**src/rtl/key_seq_pkg.sv**
```systemverilog
// key_seq_pkg: shared state encoding, default key words and counter widths for key_sequence_tx.
package key_seq_pkg;
    localparam int ST_W    = 3;
    localparam int WIN_W   = 3;
    localparam int RETRY_W = 2;
    localparam logic [4:0] KEY_CODE0     = 5'h10;
    localparam logic [4:0] KEY_CODE1     = 5'h0C;
    localparam logic [4:0] KEY_CODE2     = 5'h1D;
    localparam logic [4:0] KEY_IDLE_CODE = 5'h00;
    typedef enum logic [ST_W-1:0] {
        S_IDLE,
        S_SEND0,
        S_SEND1,
        S_SEND2,
        S_WAIT
`ifdef KEY_RETRY_EN
        , S_GAP
`endif
    } state_t;
endpackage

```
**src/rtl/key_seq_timer.sv**
```systemverilog
// key_seq_timer: loadable down-counter; done is high on the last cycle of the loaded window.
module key_seq_timer
    import key_seq_pkg::*;
(
    input  logic             clk,
    input  logic             rst,
    input  logic             load,
    input  logic             en,
    input  logic [WIN_W-1:0] value,
    output logic             done
);
    logic [WIN_W-1:0] count;

    always_ff @(posedge clk or posedge rst) begin
        if (rst) count <= '0;
        else if (load) count <= value;
        else if (en && count != '0) count <= count - 1'b1;
    end

    assign done = count <= WIN_W'(1);
endmodule

```
**src/rtl/key_sequence_tx.sv**
```systemverilog
// key_sequence_tx: sends a three-word key to the combination lock and reports pass/fail.
// Optional KEY_RETRY_EN adds up to MAX_RETRY extra attempts separated by one idle GAP cycle.
module key_sequence_tx
    import key_seq_pkg::*;
#(
    parameter logic [4:0]         CODE0     = KEY_CODE0,
    parameter logic [4:0]         CODE1     = KEY_CODE1,
    parameter logic [4:0]         CODE2     = KEY_CODE2,
    parameter logic [4:0]         IDLE_CODE = KEY_IDLE_CODE,
    parameter logic [WIN_W-1:0]   RESP_WAIT = 3'd2,
    parameter logic [RETRY_W-1:0] MAX_RETRY = 2'd3
) (
    input  logic [7:0] io_in,
    output logic [7:0] io_out
);
    logic clk, rst, go, unlock, done;
    logic [4:0] code, code_n;
    logic busy, busy_n, pass, pass_n, fail, fail_n;
    state_t state, state_n;
    logic unused_pins;

    assign rst         = io_in[1];
    assign clk         = io_in[2];
    assign go          = io_in[3];
    assign unlock      = io_in[4];
    assign unused_pins = ^{io_in[0], io_in[7:5]};
    assign io_out      = {fail, pass, busy, code};

`ifdef KEY_RETRY_EN
    logic [RETRY_W-1:0] retry, retry_n;
    always_ff @(posedge clk or posedge rst) begin
        if (rst) retry <= '0;
        else retry <= retry_n;
    end
`else
    localparam logic [RETRY_W-1:0] unused_max_retry = MAX_RETRY;
`endif

    key_seq_timer u_timer (
        .clk  (clk),
        .rst  (rst),
        .load (state == S_SEND2),
        .en   (state == S_WAIT),
        .value(RESP_WAIT),
        .done (done)
    );

    always_comb begin
        state_n = state;
        busy_n  = busy;
        pass_n  = pass;
        fail_n  = fail;
`ifdef KEY_RETRY_EN
        retry_n = retry;
`endif
        case (state)
            S_IDLE: if (go) begin
                state_n = S_SEND0;
                busy_n  = 1'b1;
                pass_n  = 1'b0;
                fail_n  = 1'b0;
`ifdef KEY_RETRY_EN
                retry_n = '0;
`endif
            end
            S_SEND0: state_n = S_SEND1;
            S_SEND1: state_n = S_SEND2;
            S_SEND2: state_n = S_WAIT;
            S_WAIT: if (unlock) begin
                state_n = S_IDLE;
                pass_n  = 1'b1;
                busy_n  = 1'b0;
            end else if (done) begin
`ifdef KEY_RETRY_EN
                if (retry < MAX_RETRY) begin
                    state_n = S_GAP;
                    retry_n = retry + 1'b1;
                end else begin
                    state_n = S_IDLE;
                    fail_n  = 1'b1;
                    busy_n  = 1'b0;
                end
`else
                state_n = S_IDLE;
                fail_n  = 1'b1;
                busy_n  = 1'b0;
`endif
            end
`ifdef KEY_RETRY_EN
            S_GAP: state_n = S_SEND0;
`endif
            default: state_n = S_IDLE;
        endcase
        // code is registered from the next state so it lines up with the state it belongs to
        code_n = state_n == S_SEND0 ? CODE0 :
                 state_n == S_SEND1 ? CODE1 :
                 state_n == S_SEND2 ? CODE2 : IDLE_CODE;
    end

    always_ff @(posedge clk or posedge rst) begin
        if (rst) begin
            state <= S_IDLE;
            code  <= IDLE_CODE;
            busy  <= 1'b0;
            pass  <= 1'b0;
            fail  <= 1'b0;
        end else begin
            state <= state_n;
            code  <= code_n;
            busy  <= busy_n;
            pass  <= pass_n;
            fail  <= fail_n;
        end
    end
endmodule

```
**config.mk**
```make
export PLATFORM = sky130hd
export DESIGN_NAME = key_sequence_tx
export DESIGN_NICKNAME = d
export VERILOG_FILES = /design/src/rtl/key_seq_pkg.sv /design/src/rtl/key_seq_timer.sv /design/src/rtl/key_sequence_tx.sv
export SDC_FILE = /design/constraint.sdc
export NUM_CORES = 1
export LEC_CHECK = 0
export ABC_AREA = 1
export ABC_CLOCK_PERIOD_IN_PS = 3400
export CORE_UTILIZATION = 45
export DETAILED_ROUTE_END_ITERATION = 7
export HOLD_SLACK_MARGIN = 0.08
export PLACE_DENSITY = 0.74
export REMOVE_ABC_BUFFERS = 1
export SKIP_LAST_GASP = 1
export SLEW_MARGIN = 10
export SYNTH_ARGS = -nofsm -noshare
export SYNTH_HDL_FRONTEND = slang
export SYNTH_HIERARCHICAL = 1
export SYNTH_SLANG_ARGS = --single-unit
```
**constraint.sdc**
```tcl
create_clock -name io_in -period 3.4 [get_ports io_in]
set_input_delay 0.51 -clock io_in [delete_from_list [all_inputs] [get_ports io_in]]
set_output_delay 0.51 -clock io_in [all_outputs]
set_load 0.05 [all_outputs]
```
==> impl_metrics.prom, run 1 <==
# TYPE chip_impl_metric gauge
chip_impl_info{name="run_status",value="complete, no violations"} 1
chip_impl_metric{name="dieArea",unit="um^2"} 1610
chip_impl_metric{name="fraction_of_final_layout_cells_with_drive_strength_greater_than_1",unit=""} 0.264
chip_impl_metric{name="maximum_fanout_along_the_worst_path",unit=""} 2
chip_impl_info{name="worstPathCellList",value="clkbuf_4 > clkbuf_4 > nand3_2 > clkbuf_4 > clkbuf_4 > clkbuf_4 > inv_1 > a21oi_1"} 1
chip_impl_metric{name="post_cts_hold_buffer_count",unit=""} 0
chip_impl_metric{name="antenna-diode-count",unit=""} 0
chip_impl_metric{name="drc",unit=""} 0
chip_impl_info{name="most-common-layout-cells",value="clkbuf_4, inv_1, nand2_1, dfrtp_1, nor2_1"} 1
chip_impl_metric{name="cp_data_required_time",unit="ns"} 3.60
chip_impl_metric{name="yosys_register_bits",unit=""} 12
chip_impl_metric{name="routed_wl",unit="mm"} 1.72
chip_impl_metric{name="post-place-cells",unit=""} 102
chip_impl_metric{name="detail_route.vias_per_cell",unit=""} 4.79
chip_impl_metric{name="drt_pre_antenna_iters",unit=""} 4
chip_impl_metric{name="antenna_found_initial",unit=""} 0
chip_impl_metric{name="post-synth-top-area-fraction",unit=""} 0.459
chip_impl_metric{name="number_of_cell_rows",unit=""} 13
chip_impl_metric{name="final_nets",unit=""} 133
chip_impl_metric{name="vdd.ir_drop.worst",unit="V"} 0.000677
chip_impl_metric{name="fin_hold_viols",unit=""} 0
chip_impl_info{name="critical-path-slowest-cell",value="clkbuf_4"} 1
chip_impl_metric{name="max_slew.worst_pin.slew",unit="ns"} 0.500
chip_impl_metric{name="clk_pin_slew_worst_paths",unit="ns"} 0.07
chip_impl_metric{name="grt_usage",unit=""} 0.310
chip_impl_metric{name="first_global_vias",unit=""} 749
chip_impl_metric{name="routed_len_inst",unit="um"} 12.3
chip_impl_metric{name="drt-initial-drc-count",unit=""} 29
chip_impl_info{name="critical_path_class",value="clock port to flop"} 1
chip_impl_metric{name="place_congestion",unit=""} 0.759
chip_impl_metric{name="drv_slew",unit=""} 0
chip_impl_metric{name="num-fill-cells",unit=""} 102
chip_impl_metric{name="seq_area_frac_synth",unit=""} 0.459
chip_impl_info{name="rsz0062_at_grt",value="no"} 1
chip_impl_metric{name="core_region_area",unit="um^2"} 1330
chip_impl_metric{name="die_height",unit="um"} 40.1
chip_impl_info{name="element_type_at_the_critical_path_start",value="clock port"} 1
chip_impl_info{name="netlist_top_cells_area",value="dfrtp_1, nand2_1, inv_1, buf_4, ha_1"} 1
chip_impl_info{name="synth_largest_area_cell",value="dfrtp_1"} 1
chip_impl_metric{name="io_buffers",unit=""} 7
chip_impl_info{name="hp-class",value="clock port to flop"} 1
chip_impl_metric{name="critPathArrivalTime",unit="ns"} 2.54
chip_impl_metric{name="totalNegativeSetupSlack",unit="ns"} 0
chip_impl_metric{name="post_cts_resize_count",unit=""} 0
chip_impl_metric{name="dieWidth",unit="um"} 40.1
chip_impl_metric{name="floorplan.initialDensity",unit=""} 0.491
chip_impl_info{name="critPathMostFrequentCell",value="clkbuf_4"} 1
chip_impl_metric{name="postRouteAntennaNets",unit=""} 0
chip_impl_metric{name="areaGrowthSynthToFinish",unit="%"} 45.5
chip_impl_metric{name="ioPinCount",unit=""} 16
chip_impl_metric{name="cts_setup_buffers",unit=""} 0
chip_impl_metric{name="grt_start_max_net_pins",unit=""} 8
chip_impl_metric{name="post_layout_nonfiller_instances",unit=""} 140
chip_impl_info{name="final_common_cell",value="clkbuf_4"} 1
chip_impl_metric{name="slew-limit-headroom",unit=""} 0.666
chip_impl_metric{name="overall_overflow_remaining_after_global_route",unit=""} 0
chip_impl_metric{name="leakagePower",unit="uW"} 0.000543
chip_impl_metric{name="setup-violations-final",unit=""} 0
chip_impl_metric{name="warning_count_from_the_yosys_run",unit=""} 6
chip_impl_metric{name="wire_length_of_the_first_global_routing_pass",unit="mm"} 2.55
chip_impl_metric{name="timing.clock.skew",unit="ns"} 0.00562
chip_impl_metric{name="insertion_delay",unit="ns"} 0.28
chip_impl_metric{name="total_power",unit="uW"} 1300
chip_impl_metric{name="synth_area_per_cell",unit="um^2"} 7.88
chip_impl_info{name="critical_path.endpoint_type",value="flop"} 1
chip_impl_metric{name="netlist_instances",unit=""} 83
chip_impl_metric{name="dr_total_vias",unit=""} 671
chip_impl_metric{name="max_cap_viol_count",unit=""} 0
chip_impl_metric{name="worst-path-buf-inv",unit=""} 6
chip_impl_metric{name="count_of_cell_types_in_the_netlist",unit=""} 17
chip_impl_metric{name="slowest_delay",unit="ns"} 0.13
chip_impl_info{name="tritoncts_clock_tree",value="yes"} 1
chip_impl_metric{name="pwr_density_cell",unit="nW/um^2"} 1370
chip_impl_metric{name="syn-cell-area",unit="um^2"} 654
chip_impl_metric{name="detailed_place_hpwl",unit="um"} 854
chip_impl_info{name="critical-path-top-delay-family",value="buffers and inverters"} 1
## area by class of cell
cell class,count,area [um^2],area share
flip-flops and latches,12,300,0.315
multi-input cells,54,272,0.285
clock buffers,27,198,0.208
repair buffers,7,70.1,0.0736
clock inverters,14,52.6,0.0552
inverters,11,41.3,0.0434
well taps,15,18.8,0.0197
## where the power goes
group,leakage (uW),internal [uW],switching (uW),total (uW)
combinational,0.000166,139,320,459
sequential,0.000151,189,47.8,237
clock,0.000226,328,276,604
total,0.000543,656,644,1300
## cells in the mapped netlist
| library cell | number |
|---|---|
| o22ai_1 | 1 |
| conb_1 | 2 |
| o21ai_1 | 2 |
| a21oi_1 | 3 |
| nand2_2 | 2 |
| nand2_4 | 1 |
| inv_1 | 11 |
| nand3_1 | 4 |
| ha_1 | 3 |
| nand3_2 | 1 |
| dfrtp_1 | 12 |
| nor2_2 | 2 |
| buf_4 | 5 |
| nor2_1 | 9 |
| nand2_1 | 18 |
| o21ai_0 | 4 |
| inv_2 | 3 |
## flip-flops by register name, indices dropped and copies added (netlist names)
register / flops
pass: 1
busy: 1
u_timer/count: 3
state: 3
fail: 1
code: 3
## metrics by stage
| step | cell area [um^2] | util | hold slack [ns] | setup slack, ns |
|---|---|---|---|---|
| finish | 952 | 0.714 | 0.197 | 1.06 |
| global route | 952 | 0.714 | 0.206 | 1.02 |
| CTS | 952 | 0.714 | 0.184 | 1.07 |
| detailed placement | 713 | 0.535 | 0.168 | 1.36 |
| global placement | 713 | 0.535 | 0.168 | 1.37 |
| floorplan | 624 | - | 0.168 | 1.35 |
## metal layers
layer,GRT usage,routed length (um),vias up
met1,0.165,647,294
met3,0.461,212,12
met4,0.517,77,0
met5,0.0417,0,-
li1,-,-,324
met2,0.298,778,41
## path summary, 6_finish.rpt
check / from / end / slack [ns] / cells after the start
worst max-delay path: io_in[3] / fail$_DFFE_PP0P_ / 1.06 / 8
worst min-delay path: io_in[4] / fail$_DFFE_PP0P_ / 0.20 / 5
worst max register to register: u_timer/count[1]$_DFFE_PP0P_ / busy$_DFFE_PP0P_ / 1.95 / 11
worst min register to register: busy$_DFFE_PP0P_ / busy$_DFFE_PP0P_ / 0.50 / 2
max in group asynchronous: io_in[1] / u_timer/count[0]$_DFFE_PP0P_ / 1.87 / 3
min in group asynchronous: io_in[1] / pass$_DFFE_PP0P_ / 1.43 / 3
## logic make-up (layout without fill, tap and decap cells)
group                    after synthesis  after routing  synth area share
AND/OR/NAND/NOR                       37             37             0.256
buffers and inverters                 19             59             0.138
flip-flops                            12             12             0.459
AO/OA/AOI/OAI                         10             10            0.0784
adder cells (fa/ha/maj)                3              3            0.0574
other                                  2              4            0.0115
## worst reg2reg max path, cell delays in order, from the launching register on
cell      delay [ns]
dfrtp_1         0.37
inv_1           0.13
ha_1            0.16
a21oi_1         0.04
nor2_1          0.09
inv_1           0.06
nand2_1         0.07
clkbuf_4        0.14
clkbuf_4        0.13
nand2_1         0.06
nand2_1         0.06
nand2_1         0.04
Power figures use the tool's default switching activity.
==> run 2: changes to the inputs <==
ABC_CLOCK_PERIOD_IN_PS = 2000   (was 3400)
CORE_UTILIZATION = 42   (was 45)
PLACE_DENSITY = 0.72   (was 0.74)
clock period = 2 ns   (was 3.4 ns; I/O delays follow)
==> impl_metrics.prom, run 2 (synthesis gave the netlist of run 1 again) <==
# TYPE chip_impl_metric gauge
chip_impl_info{name="run_status",value="complete, no violations"} 1
chip_impl_metric{name="power_internal",unit="uW"} 1120
chip_impl_info{name="critical_path.endpoint_type",value="flop"} 1
chip_impl_info{name="hp-class",value="clock port to flop"} 1
chip_impl_metric{name="wire_length_of_the_first_global_routing_pass",unit="mm"} 3.88
chip_impl_info{name="tritoncts_clock_tree",value="yes"} 1
chip_impl_metric{name="floorplan.initialDensity",unit=""} 0.479
chip_impl_metric{name="overall_overflow_remaining_after_global_route",unit=""} 0
chip_impl_metric{name="fraction_of_final_layout_cells_with_drive_strength_greater_than_1",unit=""} 0.270
chip_impl_info{name="critPathMostFrequentCell",value="clkbuf_4"} 1
chip_impl_metric{name="postRouteAntennaNets",unit=""} 0
chip_impl_metric{name="switching_power",unit="uW"} 1190
chip_impl_metric{name="grt_usage",unit=""} 0.368
chip_impl_metric{name="critPathArrivalTime",unit="ns"} 1.95
chip_impl_info{name="final_common_cell",value="clkbuf_4"} 1
chip_impl_metric{name="place_congestion",unit=""} 0.773
chip_impl_metric{name="cts_setup_buffers",unit=""} 0
chip_impl_metric{name="dieWidth",unit="um"} 41.5
chip_impl_metric{name="max_cap_viol_count",unit=""} 0
chip_impl_metric{name="io_buffers",unit=""} 7
chip_impl_metric{name="pwr_density_cell",unit="nW/um^2"} 2410
chip_impl_metric{name="num-fill-cells",unit=""} 113
chip_impl_info{name="layout_top_registers",value="code (3), state (3), u_timer/count (3)"} 1
chip_impl_metric{name="number_of_cell_rows",unit=""} 13
chip_impl_info{name="critical-path-top-delay-family",value="buffers and inverters"} 1
chip_impl_info{name="most-common-layout-cells",value="clkbuf_4, inv_1, nand2_1, dfrtp_1, nor2_1"} 1
chip_impl_metric{name="slew-limit-headroom",unit=""} 0.657
chip_impl_metric{name="totalNegativeSetupSlack",unit="ns"} 0
chip_impl_metric{name="routed_len_inst",unit="um"} 15.5
chip_impl_metric{name="areaGrowthSynthToFinish",unit="%"} 46.3
chip_impl_metric{name="ioPinCount",unit=""} 16
chip_impl_metric{name="leakagePower",unit="uW"} 0.000543
chip_impl_metric{name="timing.clock.skew",unit="ns"} 0.0118
chip_impl_metric{name="antenna-diode-count",unit=""} 0
chip_impl_metric{name="post_cts_resize_count",unit=""} 0
chip_impl_metric{name="dr_total_vias",unit=""} 751
chip_impl_metric{name="core_region_area",unit="um^2"} 1370
chip_impl_metric{name="clk_pin_slew_worst_paths",unit="ns"} 0.09
chip_impl_metric{name="maximum_fanout_along_the_worst_path",unit=""} 2
chip_impl_info{name="element_type_at_the_critical_path_start",value="clock port"} 1
chip_impl_metric{name="power_switching_share",unit=""} 0.516
chip_impl_metric{name="grt_start_max_net_pins",unit=""} 8
chip_impl_metric{name="worst-path-buf-inv",unit=""} 4
chip_impl_metric{name="slowest_delay",unit="ns"} 0.23
chip_impl_metric{name="detailed_place_hpwl",unit="um"} 843
chip_impl_info{name="rsz0062_at_grt",value="no"} 1
chip_impl_metric{name="finalCritPeriodShare",unit=""} 0.888
chip_impl_metric{name="fin_hold_viols",unit=""} 0
chip_impl_metric{name="layout_min_cycle_time",unit="ns"} 1.78
chip_impl_metric{name="die_height",unit="um"} 41.5
chip_impl_metric{name="drv_slew",unit=""} 0
chip_impl_info{name="critical-path-slowest-cell",value="o22ai_1"} 1
chip_impl_metric{name="fmax",unit="GHz"} 0.564
chip_impl_metric{name="post_cts_hold_buffer_count",unit=""} 0
chip_impl_metric{name="max_slew.worst_pin.slew",unit="ns"} 0.512
chip_impl_metric{name="p_clk_frac",unit=""} 0.477
chip_impl_metric{name="drc",unit=""} 0
chip_impl_metric{name="cp_data_required_time",unit="ns"} 2.18
chip_impl_metric{name="combinational_power_share",unit=""} 0.347
chip_impl_info{name="worstPathCellList",value="clkbuf_4 > clkbuf_4 > nor2_2 > nand2_1 > clkbuf_4 > clkbuf_4 > o22ai_1"} 1
chip_impl_metric{name="routed_wl",unit="mm"} 2.19
chip_impl_metric{name="detail_route.vias_per_cell",unit=""} 5.33
chip_impl_info{name="critical_path_class",value="clock port to flop"} 1
chip_impl_metric{name="antenna_found_initial",unit=""} 0
chip_impl_metric{name="insertion_delay",unit="ns"} 0.28
chip_impl_metric{name="vdd.ir_drop.worst",unit="V"} 0.00128
chip_impl_metric{name="drt-initial-drc-count",unit=""} 46
chip_impl_metric{name="drt_pre_antenna_iters",unit=""} 7
chip_impl_metric{name="final_nets",unit=""} 133
chip_impl_metric{name="dieArea",unit="um^2"} 1720
chip_impl_metric{name="post_layout_nonfiller_instances",unit=""} 141
chip_impl_metric{name="setup-violations-final",unit=""} 0
chip_impl_metric{name="post-place-cells",unit=""} 102
chip_impl_metric{name="power.share.sequential",unit=""} 0.176
chip_impl_metric{name="first_global_vias",unit=""} 970
==> run 2: cell types whose count changed in the layout (fill, tap and decap cells not counted) <==
cell,previous run,this run
clkinvlp_2,0,1
==> run 2: worst paths after layout <==
path                                               from                 end  slack [ns]  cells past startpoint
min reg2reg                            fail$_DFFE_PP0P_    fail$_DFFE_PP0P_        0.53                      2
max in group asynchronous                      io_in[1]    busy$_DFFE_PP0P_        1.14                      3
max reg2reg                u_timer/count[1]$_DFFE_PP0P_    busy$_DFFE_PP0P_        0.42                     11
min                                            io_in[4]    fail$_DFFE_PP0P_        0.18                      5
max                                            io_in[4]  state[2]$_DFF_PP0_        0.22                      7
min in group asynchronous                      io_in[1]    fail$_DFFE_PP0P_        0.74                      3
==> run 2: layout make-up <==
class	instances	area, um^2	area share
flip-flops and latches	12	300	0.314
multi-input cells	54	272	0.284
clock inverters	15	57.6	0.0601
inverters	11	41.3	0.0431
well taps	15	18.8	0.0196
repair buffers	7	70.1	0.0732
clock buffers	27	198	0.207
==> run 2: per-layer routing <==
metal | up-vias | global-route usage | wire, um
met5 | - | 0.0667 | 0
met4 | 0 | 0.606 | 154
met3 | 29 | 0.483 | 272
met2 | 63 | 0.378 | 995
met1 | 334 | 0.206 | 764
li1 | 325 | - | -
==> run 2: power by group through the flow <==
stage / sequential (uW) / combinational [uW] / clock [uW]
after floorplan: 579 / 329 / 185
after global placement: 401 / 749 / 185
after detailed placement: 407 / 758 / 185
after CTS: 404 / 789 / 1110
after global routing: 417 / 871 / 1230
final: 408 / 801 / 1100
==> run 2: worst register-to-register path, cell delays in order (launching register included) <==
cell,delay (ns)
dfrtp_1,0.36
inv_1,0.13
ha_1,0.18
a21oi_1,0.05
nor2_1,0.10
inv_1,0.07
nand2_1,0.08
clkbuf_4,0.14
clkbuf_4,0.14
nand2_1,0.06
nand2_1,0.09
nand2_1,0.08
==> run 2: per-stage QoR <==
stage               hold WS (ns)  total power, uW   util  worst slack [ns]  area, um^2
CTS                        0.198             2300  0.701             0.234         957
global placement           0.168             1340  0.522             0.571         713
floorplan                  0.168             1090      -             0.647         624
global route               0.229             2520  0.701             0.179         957
finish                     0.183             2310  0.701             0.224         957
detailed placement         0.168             1350  0.522             0.568         713
==> run 3: changes to the inputs <==
CORE_UTILIZATION = 45   (was 42)
CTS_BUF_LIST = sky130_fd_sc_hd__clkbuf_2   (was default)
PLACE_DENSITY = 0.77   (was 0.72)
SKIP_LAST_GASP = default   (was 1)
==> impl_metrics.prom, run 3 (synthesis gave the netlist of run 1 again) <==
# TYPE chip_impl_metric gauge
chip_impl_metric{name="insertion_delay",unit="ns"} 0.28
chip_impl_metric{name="slowest_delay",unit="ns"} 0.83
chip_impl_metric{name="detailed_place_hpwl",unit="um"} 833
chip_impl_metric{name="grt_usage",unit=""} 0.366
chip_impl_metric{name="place_congestion",unit=""} 0.796
chip_impl_metric{name="cts_setup_buffers",unit=""} 0
chip_impl_metric{name="vdd.ir_drop.worst",unit="V"} 0.00129
chip_impl_metric{name="post_cts_resize_count",unit=""} 0
chip_impl_metric{name="antenna-diode-count",unit=""} 0
chip_impl_metric{name="leakagePower",unit="uW"} 0.000546
chip_impl_info{name="tritoncts_clock_tree",value="yes"} 1
chip_impl_metric{name="postRouteAntennaNets",unit=""} 0
chip_impl_metric{name="ioPinCount",unit=""} 16
chip_impl_info{name="element_type_at_the_critical_path_start",value="flop"} 1
chip_impl_metric{name="timing.clock.skew",unit="ns"} 0.0105
chip_impl_info{name="layout_top_registers",value="code (3), state (3), u_timer/count (3)"} 1
chip_impl_metric{name="core_region_area",unit="um^2"} 1330
chip_impl_metric{name="areaGrowthSynthToFinish",unit="%"} 38.2
chip_impl_metric{name="reg2reg_setup_slack",unit="ns"} 0.58
chip_impl_info{name="most-common-layout-cells",value="clkbuf_2, inv_1, nand2_1, dfrtp_1, nor2_1"} 1
chip_impl_metric{name="number_of_cell_rows",unit=""} 13
chip_impl_metric{name="critPathArrivalTime",unit="ns"} 1.49
chip_impl_info{name="run_status",value="finished, violations left"} 1
chip_impl_metric{name="power_switching_share",unit=""} 0.550
chip_impl_metric{name="p_clk_frac",unit=""} 0.433
chip_impl_metric{name="drt_pre_antenna_iters",unit=""} 8
chip_impl_metric{name="pwr_density_cell",unit="nW/um^2"} 2320
chip_impl_info{name="critPathCapture",value="io_out[5]"} 1
chip_impl_metric{name="floorplan.initialDensity",unit=""} 0.491
chip_impl_metric{name="fmax",unit="GHz"} 0.557
chip_impl_info{name="failed_checks",value="DRC"} 1
chip_impl_metric{name="drt-initial-drc-count",unit=""} 77
chip_impl_metric{name="totalNegativeSetupSlack",unit="ns"} 0
chip_impl_metric{name="max_cap_viol_count",unit=""} 0
chip_impl_metric{name="routed_wl",unit="mm"} 1.86
chip_impl_metric{name="power.share.sequential",unit=""} 0.194
chip_impl_metric{name="max_slew.worst_pin.slew",unit="ns"} 0.524
chip_impl_metric{name="wire_length_of_the_first_global_routing_pass",unit="mm"} 2.98
chip_impl_metric{name="finalCritPeriodShare",unit=""} 0.897
chip_impl_info{name="crit-reg2reg-capture",value="busy$_DFFE_PP0P_"} 1
chip_impl_metric{name="power_internal",unit="uW"} 943
chip_impl_metric{name="fin_hold_viols",unit=""} 0
chip_impl_metric{name="post-place-cells",unit=""} 102
chip_impl_metric{name="routed_len_inst",unit="um"} 13.2
chip_impl_metric{name="layout_min_cycle_time",unit="ns"} 1.79
chip_impl_info{name="hp-class",value="clock port to flop"} 1
chip_impl_metric{name="detail_route.vias_per_cell",unit=""} 5.07
chip_impl_info{name="critical-path-slowest-cell",value="clkdlybuf4s50_1"} 1
chip_impl_info{name="worstPathCellList",value="clkdlybuf4s50_1"} 1
chip_impl_metric{name="maximum_fanout_along_the_worst_path",unit=""} 2
chip_impl_metric{name="fraction_of_final_layout_cells_with_drive_strength_greater_than_1",unit=""} 0.286
chip_impl_info{name="setup.worst_path.start",value="busy$_DFFE_PP0P_"} 1
chip_impl_info{name="rsz0062_at_grt",value="no"} 1
chip_impl_metric{name="dp_worst_setup_slack",unit="ns"} 0.556
chip_impl_metric{name="total_power",unit="uW"} 2100
chip_impl_metric{name="switching_power",unit="uW"} 1150
chip_impl_metric{name="drv_slew",unit=""} 0
chip_impl_metric{name="first_global_vias",unit=""} 832
chip_impl_metric{name="post_cts_hold_buffer_count",unit=""} 0
chip_impl_info{name="regToRegStartpoint",value="u_timer/count[1]$_DFFE_PP0P_"} 1
chip_impl_metric{name="overall_overflow_remaining_after_global_route",unit=""} 0
chip_impl_metric{name="dr_total_vias",unit=""} 715
chip_impl_metric{name="grt_start_max_net_pins",unit=""} 8
chip_impl_metric{name="io_buffers",unit=""} 7
chip_impl_metric{name="num-fill-cells",unit=""} 96
chip_impl_metric{name="dieWidth",unit="um"} 40.1
chip_impl_info{name="critical_path.endpoint_type",value="output port"} 1
chip_impl_info{name="final_common_cell",value="clkbuf_2"} 1
chip_impl_metric{name="dieArea",unit="um^2"} 1610
chip_impl_metric{name="path_depth",unit=""} 1
chip_impl_metric{name="cp_data_required_time",unit="ns"} 1.70
chip_impl_metric{name="drc",unit=""} 2
chip_impl_metric{name="slew-limit-headroom",unit=""} 0.649
chip_impl_info{name="critical-path-top-delay-family",value="buffers and inverters"} 1
chip_impl_metric{name="die_height",unit="um"} 40.1
chip_impl_metric{name="antenna_found_initial",unit=""} 0
chip_impl_info{name="critical_path_class",value="flop to output port"} 1
chip_impl_metric{name="fin_ws",unit="ns"} 0.206
chip_impl_metric{name="clk_pin_slew_worst_paths",unit="ns"} 0.12
chip_impl_metric{name="post_layout_nonfiller_instances",unit=""} 141
chip_impl_metric{name="final_core_util",unit=""} 0.678
chip_impl_metric{name="setup-violations-final",unit=""} 0
chip_impl_metric{name="final_nets",unit=""} 133
chip_impl_metric{name="r2r_cells",unit=""} 11
chip_impl_metric{name="worst-path-buf-inv",unit=""} 1
chip_impl_metric{name="combinational_power_share",unit=""} 0.373
chip_impl_info{name="hold_start",value="io_in[4]"} 1
## run 3: changes by cell type in the layout (fill, tap and decap cells not counted), sizes merged
cell / before / now
bufinv: 0 / 1
clkinv: 0 / 1
clkbuf: 27 / 24
inv: 25 / 26
## run 3: through the flow
stage / hold slack [ns] / cell area (um^2)
after floorplan: 0.168 / 624
final: 0.152 / 905
after detailed placement: 0.168 / 713
after global placement: 0.168 / 713
after CTS: 0.146 / 905
after global routing: 0.162 / 905
## run 3: layer usage
layer  GRT usage  share of wire
met1       0.220           0.37
met2       0.347           0.45
met3       0.500           0.13
met4       0.612          0.049
met5      0.0833              0
## run 3: area by class of cell
type	instances	area, um^2	share of cell area
Clock inverter	18	82.6	0.0913
Timing Repair Buffer	7	70.1	0.0775
Inverter	11	41.3	0.0456
Multi-Input combinational cell	54	272	0.300
Clock buffer	24	120	0.133
Tap cell	15	18.8	0.0207
Sequential cell	12	300	0.332
## run 3: how the worst min path moves through the flow
stage / to / slack (ns) / cells after the start
after floorplan: fail$_DFFE_PP0P_ / 0.17 / 3
after global placement: fail$_DFFE_PP0P_ / 0.17 / 3
after detailed placement: fail$_DFFE_PP0P_ / 0.17 / 3
after CTS: fail$_DFFE_PP0P_ / 0.15 / 5
after global routing: fail$_DFFE_PP0P_ / 0.16 / 5
final: fail$_DFFE_PP0P_ / 0.15 / 5
## run 3: power groups by stage
stage	combinational (uW)	clock, uW	sequential [uW]
after floorplan	329	185	579
after global placement	746	185	402
after detailed placement	753	185	409
after CTS	771	911	404
after global routing	851	1020	415
final	781	908	407
